==> config.mk <==
export PLATFORM = sky130hd
export DESIGN_NAME = nd_1to2
export DESIGN_NICKNAME = d
export VERILOG_FILES = /design/src/rtl/nd_1to2_pkg.sv /design/src/rtl/nd_1to2_out_queue.sv /design/src/rtl/nd_1to2.sv
export SDC_FILE = /design/constraint.sdc
export NUM_CORES = 1
export LEC_CHECK = 0
export BUFFER_PORTS_ARGS = -buffer_cell sky130_fd_sc_hd__buf_2
export CORE_ASPECT_RATIO = 0.7
export CORE_MARGIN = 2
export CORE_UTILIZATION = 51
export CTS_BUF_LIST = sky130_fd_sc_hd__clkbuf_4
export DETAILED_ROUTE_END_ITERATION = 8
export GPL_ROUTABILITY_DRIVEN = 0
export HOLD_SLACK_MARGIN = 0.06
export PLACE_DENSITY = 0.78
export SLEW_MARGIN = 0
export SYNTH_ARGS = -nofsm -noshare
export SYNTH_HDL_FRONTEND = slang
export SYNTH_SLANG_ARGS = --single-unit
export TNS_END_PERCENT = 5
==> constraint.sdc <==
create_clock -name i_clk -period 2.4 [get_ports i_clk]
set_input_delay 0 -clock i_clk [delete_from_list [all_inputs] [get_ports i_clk]]
set_output_delay 0 -clock i_clk [all_outputs]
set_load 0.02 [all_outputs]
==> src/rtl/nd_1to2_pkg.sv <==
// Shared constants, operator codes, FSM encodings and the range-compare helper
// used by the nd_1to2 router node and its output queues.
package nd_1to2_pkg;

  localparam int NS_OFF   = 0;
  localparam int NS_ON    = 1;
  localparam int NS_FALSE = 0;
  localparam int NS_TRUE  = 1;

  localparam int NS_GT_OP  = 1;
  localparam int NS_GTE_OP = 2;
  localparam int NS_LT_OP  = 3;
  localparam int NS_LTE_OP = 4;
  localparam int NS_EQ_OP  = 5;
  localparam int NS_NEQ_OP = 6;

  localparam int NS_ADDRESS_SIZE = 6;
  localparam int NS_DATA_SIZE    = 4;

  typedef enum logic [1:0] {
    OUT_IDLE = 2'd0,
    OUT_REQ  = 2'd1,
    OUT_DONE = 2'd2
  } out_state_t;

  typedef enum logic {
    IN_IDLE  = 1'b0,
    IN_ACKED = 1'b1
  } in_state_t;

  // Evaluates "v <op> rv" as an unsigned compare.
  function automatic logic ns_cmp_op(input int op, input logic [31:0] rv, input logic [31:0] v);
    case (op)
      NS_GT_OP:  ns_cmp_op = (v >  rv);
      NS_GTE_OP: ns_cmp_op = (v >= rv);
      NS_LT_OP:  ns_cmp_op = (v <  rv);
      NS_LTE_OP: ns_cmp_op = (v <= rv);
      NS_EQ_OP:  ns_cmp_op = (v == rv);
      NS_NEQ_OP: ns_cmp_op = (v != rv);
      default:   ns_cmp_op = 1'b0;
    endcase
  endfunction

  function automatic logic ns_range_cmp_op(input int is_range,
                                           input int op1, input logic [31:0] rv1, input logic [31:0] v1,
                                           input int op2, input logic [31:0] rv2, input logic [31:0] v2);
    logic c1;
    c1 = ns_cmp_op(op1, rv1, v1);
    if (is_range != NS_FALSE) ns_range_cmp_op = c1 && ns_cmp_op(op2, rv2, v2);
    else                      ns_range_cmp_op = c1;
  endfunction

endpackage

==> src/rtl/nd_1to2_out_queue.sv <==
// nd_out_queue: QDEPTH-entry message FIFO feeding one 4-phase output channel.
// Optional delivery counter enabled by NS_ND_1TO2_STATS_EN.
module nd_out_queue
  import nd_1to2_pkg::*;
#(
  parameter int QDEPTH = 2,
  parameter int ASZ    = NS_ADDRESS_SIZE,
  parameter int DSZ    = NS_DATA_SIZE
) (
  input  logic                   i_clk,
  input  logic                   reset,
  input  logic                   push,
  input  logic [2*ASZ+DSZ-1:0]   push_data,
  output logic                   full,
  output logic [ASZ-1:0]         o_src,
  output logic [ASZ-1:0]         o_dst,
  output logic [DSZ-1:0]         o_dat,
  output logic                   o_req,
  input  logic                   o_ack,
  output logic [15:0]            o_cnt
);

  localparam int AW = $clog2(QDEPTH);
  localparam int MW = 2*ASZ + DSZ;

  logic [MW-1:0] mem [QDEPTH];
  logic [AW:0]   wptr, rptr;
  logic          empty, do_push, load, pop;
  out_state_t    state, state_nxt;

  assign empty   = (wptr == rptr);
  assign full    = (wptr[AW] != rptr[AW]) && (wptr[AW-1:0] == rptr[AW-1:0]);
  assign do_push = push && !full;

  always_ff @(posedge i_clk)
    if (do_push) mem[wptr[AW-1:0]] <= push_data;

  always_comb begin
    state_nxt = state;
    load      = 1'b0;
    pop       = 1'b0;
    case (state)
      OUT_IDLE: if (!empty) begin state_nxt = OUT_REQ;  load = 1'b1; end
      OUT_REQ:  if (o_ack)  begin state_nxt = OUT_DONE; pop  = 1'b1; end
      OUT_DONE: if (!o_ack)       state_nxt = OUT_IDLE;
      default:                    state_nxt = OUT_IDLE;
    endcase
  end

  // The head stays in the queue until acked, so it still occupies a slot while presented.
  always_ff @(posedge i_clk or posedge reset) begin
    if (reset) begin
      state <= OUT_IDLE;
      wptr  <= '0;
      rptr  <= '0;
      o_req <= 1'b0;
      o_src <= '0;
      o_dst <= '0;
      o_dat <= '0;
    end else begin
      state <= state_nxt;
      if (do_push) wptr <= wptr + 1'b1;
      if (pop)     rptr <= rptr + 1'b1;
      if (load) begin
        {o_src, o_dst, o_dat} <= mem[rptr[AW-1:0]];
        o_req <= 1'b1;
      end
      if (pop) o_req <= 1'b0;
    end
  end

`ifdef NS_ND_1TO2_STATS_EN
  logic [15:0] cnt;
  always_ff @(posedge i_clk or posedge reset)
    if (reset)    cnt <= '0;
    else if (pop) cnt <= cnt + 16'd1;
  assign o_cnt = cnt;
`else
  assign o_cnt = '0;
`endif

endmodule

==> src/rtl/nd_1to2.sv <==
// nd_1to2: buffered 1-to-2 router; dst range compare picks output 0 (true) or 1.
// Delivery counters on o_cnt_0/o_cnt_1 exist only with NS_ND_1TO2_STATS_EN defined.
module nd_1to2
  import nd_1to2_pkg::*;
#(
  parameter int OPER_1    = NS_GT_OP,
  parameter int REF_VAL_1 = 0,
  parameter int IS_RANGE  = NS_FALSE,
  parameter int OPER_2    = NS_GT_OP,
  parameter int REF_VAL_2 = 0,
  parameter int QDEPTH    = 2,
  parameter int ASZ       = NS_ADDRESS_SIZE,
  parameter int DSZ       = NS_DATA_SIZE
) (
  input  logic           i_clk,
  input  logic           reset,
  input  logic [ASZ-1:0] i0_src,
  input  logic [ASZ-1:0] i0_dst,
  input  logic [DSZ-1:0] i0_dat,
  input  logic           i0_req,
  output logic           i0_ack,
  output logic [ASZ-1:0] o0_src,
  output logic [ASZ-1:0] o0_dst,
  output logic [DSZ-1:0] o0_dat,
  output logic           o0_req,
  input  logic           o0_ack,
  output logic [ASZ-1:0] o1_src,
  output logic [ASZ-1:0] o1_dst,
  output logic [DSZ-1:0] o1_dat,
  output logic           o1_req,
  input  logic           o1_ack,
  output logic [15:0]    o_cnt_0,
  output logic [15:0]    o_cnt_1
);

  in_state_t            state, state_nxt;
  logic                 tgt0, tgt_full, full0, full1, push;
  logic [2*ASZ+DSZ-1:0] msg;

  assign msg      = {i0_src, i0_dst, i0_dat};
  assign tgt0     = ns_range_cmp_op(IS_RANGE, OPER_1, 32'(REF_VAL_1), 32'(i0_dst),
                                    OPER_2, 32'(REF_VAL_2), 32'(i0_dst));
  assign tgt_full = tgt0 ? full0 : full1;

  always_comb begin
    state_nxt = state;
    push      = 1'b0;
    case (state)
      IN_IDLE:  if (i0_req && !tgt_full) begin state_nxt = IN_ACKED; push = 1'b1; end
      IN_ACKED: if (!i0_req)                   state_nxt = IN_IDLE;
      default:                                 state_nxt = IN_IDLE;
    endcase
  end

  always_ff @(posedge i_clk or posedge reset)
    if (reset) state <= IN_IDLE;
    else       state <= state_nxt;

  // The state register doubles as the registered acknowledge.
  assign i0_ack = (state == IN_ACKED);

  nd_out_queue #(.QDEPTH(QDEPTH), .ASZ(ASZ), .DSZ(DSZ)) u_q0 (
    .i_clk(i_clk), .reset(reset), .push(push && tgt0), .push_data(msg), .full(full0),
    .o_src(o0_src), .o_dst(o0_dst), .o_dat(o0_dat), .o_req(o0_req), .o_ack(o0_ack),
    .o_cnt(o_cnt_0)
  );

  nd_out_queue #(.QDEPTH(QDEPTH), .ASZ(ASZ), .DSZ(DSZ)) u_q1 (
    .i_clk(i_clk), .reset(reset), .push(push && !tgt0), .push_data(msg), .full(full1),
    .o_src(o1_src), .o_dst(o1_dst), .o_dat(o1_dat), .o_req(o1_req), .o_ack(o1_ack),
    .o_cnt(o_cnt_1)
  );

endmodule

==> summary.txt <==
Route
  • Vias per cell: 4.89
  • Vias post-DR: 2420
  • First drt pass iteration count: 6
  • WL final: 7620 µm
  • Initial DRC count: 93
  • Wire length per cell: 15.4 µm
  • Antenna-violating nets left: 0
  • DRC viols: 0

Logic synthesis
  • Async SR Flop Fraction: 42.3%
  • Synth Area in Adders: 0%
  • Syn Std Cell Area: 4340 µm²
  • Most used DFF post-synth: edfxtp_1
  • XOR/XNOR share of the synthesized area: 2.59%
  • Multiplexer share of the synthesized area: 7.60%
  • Synthesis warning total: 0
  • Mean Syn Cell Area: 14.5 µm²
  • Compound-Gate Fraction of Synth Area: 4.67%
  • Number of synthesized flops with an enable pin: 64
  • Cell count after synthesis: 299
  • Sequential fraction of the synthesis area: 71.3%
  • Synth Area in Simple Gates: 6.83%
  • Largest family of logic cells by synthesized area: multiplexers
  • #FFs+latches synth: 111
  • Distinct cells, synth: 28

Clock tree
  • Post_cts resized: 0
  • Clock sink count: 111
  • Root buf cell: clkbuf_4
  • Worst-case clock buffer depth: 2
  • Clk_lat worst skew: 0.47 ns
  • Clock transition at path regs: 0.17 ns
  • Num CTS Buffers: 9
  • H-tree lvl count: 3
  • CTS tree: built

Power and ir drop
  • Combinational power share: 38.3%
  • Leakage: 0.00215 µW
  • PD cells: 1180 nW/µm²
  • Int Pwr: 3590 µW
  • Clock power frac: 14.3%
  • Reg power frac: 47.4%
  • Switching share of power: 39.3%
  • Tot Pwr: 5910 µW
  • IR drop worst, VDD: 633 µV
  • Net Switching: 2320 µW

Global routing
  • GRT Util Overall: 17.9%
  • Vias in the first global route: 2315
  • First-pass GRT wire length: 12200 µm
  • Grt total ovfl: 0
  • Initial antenna violation count: 0
  • Largest net degree at the start of global routing: 48

Timing
  • Achievable frequency: 465 MHz
  • Slew headroom: 32.8%
  • Unrepaired setup endpoints after global routing: no
  • Final Setup Violations: 0
  • Final Hold Vio Count: 0
  • Setup Total Neg Slack: 0 ns
  • Clock Skew: 0.0266 ns
  • Period utilization: 89.6%
  • Final Max Slew Viols: 0
  • Min Tclk post-route: 2.15 ns
  • Least-Margin Pin Slew: 1.01 ns

Worst setup path
  • Bufs and invs on worst path: 3
  • CP max stage cell: dlygate4sd3_1
  • Crit path required time: 2.59 ns
  • Top Family by Delay on Critical Path: simple AND/OR/NAND/NOR gates
  • Setup crit end kind: flip-flop
  • Setup Crit Path Kind: primary input to flip-flop
  • Startpoint Class: primary input
  • CP cell instances: dlygate4sd3_1 > buf_2 > or4_4 > nor3_4 > and3b_2 > nor2b_2 > buf_4
  • Max incr delay on CP: 0.55 ns
  • Crit path arrival time: 2.34 ns
  • Critical path fanouts, max: 7
  • Reg2Reg Setup Slack: 0.45 ns

Floorplanning
  • Starting density of the core: 51.9%
  • Die X: 114 µm
  • I/O Pins: 88
  • Chip Height: 81.2 µm
  • Placement Rows: 28
  • DIE AREA: 9280 µm²
  • Core Box Area: 8370 µm²

Placement
  • Dpl hpwl: 5270 µm
  • Port bufs: 55
  • Placed insts: 459
  • Placed cell areas: 4670 µm²

Final layout
  • Fillcell total: 669
  • Area grow syn2layout: 14.9%
  • Share of cells above drive strength 1: 23.6%
  • Fin cells: 495
  • Antenna diodes: 0
  • Fin area: 4990 µm²
  • Fin util: 59.6%
  • Final nets: 406

Run status
  • Outcome: complete, no violations

Job
  • Max-capacitance violation count: 0

Worst hold path
  • Hold WC Path Type: primary input to flip-flop
path summary, 6_finish.rpt:
path / from / cells after the start / endpoint
setup reg to reg: u_q1.wptr[1]$_DFFE_PP0P_ / 5 / u_q1.mem[0][14]$_DFFE_PP_
hold reg to reg: u_q0.o_dat[2]$_DFFE_PP0P_ / 2 / u_q0.o_dat[2]$_DFFE_PP0P_
setup / recovery: i0_dst[0] / 7 / u_q1.mem[0][14]$_DFFE_PP_
max in group asynchronous: reset / 3 / u_q1.wptr[0]$_DFFE_PP0P_
hold / removal: i0_dat[1] / 2 / u_q1.mem[0][1]$_DFFE_PP_
min in group asynchronous: reset / 3 / u_q1.o_dst[5]$_DFFE_PP0P_
final cells by class:
type                    count  area (µm²)  share of cell area [%]
flip-flops and latches    111        3100                    62.1
multi-input cells         176        1080                    21.6
repair buffers             86         558                    11.2
well taps                 105         131                    2.63
clock buffers               9        67.6                    1.35
clock inverters             7        53.8                    1.08
inverters                   1        3.75                  0.0752
stage by stage:
stage | hold slack, ns | worst slack, ns
final | 0.275 | 0.249
after global routing | 0.238 | 0.224
after CTS | 0.244 | 0.263
after detailed placement | 0.226 | 0.314
after global placement | 0.224 | 0.390
after floorplan | 0.0989 | 0.0651
synth_stat cells, drive strengths merged, types with 2 or more instances:
master	n	share of area (%)
xor2	7	1.6
nor2b	5	0.72
mux2i	33	7.6
xnor2	5	1.0
nand2b	4	0.58
nand3	2	0.23
buf	40	6.7
edfxtp	64	44
o21ai	36	4.1
nor3	2	0.49
a21boi	2	0.35
nand2	39	3.4
nor2	3	0.26
clkbuf	2	0.17
dfrtp	47	27
power groups by stage:
stage	combinational, µW	clock (µW)	sequential, µW
global route	2520	960	2860
CTS	2310	874	2810
global placement	2210	0	2820
floorplan	1250	0	3160
finish	2270	843	2800
detailed placement	2280	0	2850
metal layers:
layer | track usage [%] | vias up | routed length, µm
met5 | 0 | - | 0
met4 | 2.93 | 0 | 46
met3 | 6.72 | 6 | 456
met2 | 28.5 | 83 | 3530
met1 | 24.2 | 1177 | 3590
li1 | - | 1154 | -
registers in the layout, summed over array words and instances, names as in the netlist:
| register | flops |
|---|---|
| u_q1.o_req | 1 |
| u_q1.mem | 32 |
| u_q1.state | 2 |
| u_q1.rptr | 2 |
| i0_ack | 1 |
| u_q0.o_src | 6 |
| u_q1.o_dat | 4 |
| u_q1.o_dst | 6 |
| u_q1.o_src | 6 |
| u_q0.o_dat | 4 |
| u_q0.rptr | 2 |
| u_q0.state | 2 |
| u_q1.wptr | 2 |
| u_q0.wptr | 2 |
| u_q0.o_dst | 6 |
| u_q0.mem | 32 |
| u_q0.o_req | 1 |
layout by cell type (no fill, tap or decap):
cell / count
or3b_2: 1
xor2_1: 6
buf_2: 55
nor2_1: 2
xnor2_1: 5
dlygate4sd3_1: 20
or4_4: 1
clkinvlp_4: 1
inv_8: 3
nand3_1: 2
nor2_2: 1
inv_2: 1
xor2_2: 1
nor2b_1: 4
clkinv_1: 2
dfrtp_1: 47
nand2b_1: 4
and4b_4: 1
edfxtp_1: 64
clkinv_2: 1
nor3_2: 1
and3b_2: 1
o21ai_0: 34
nand2_1: 39
o21ai_2: 2
nor3_4: 1
a21boi_0: 2
mux2i_1: 33
and2b_1: 1
buf_4: 11
nor2b_2: 1
clkbuf_4: 9
conb_1: 32
o21a_1: 1
what timing repair did:
action                                 in CTS  in global routing
endpoints found under the hold margin     122                  0
hold buffers                               20                  0
setup buffers                               0                  0
cell families after synthesis:
group	after synthesis
other	1
buffers and inverters	43
DFF	111
and+or+nand+nor	60
xor gates and xnor gates	12
muxes	33
AOI/OAI and AO/OA	39
Power figures use the tool's default switching activity.
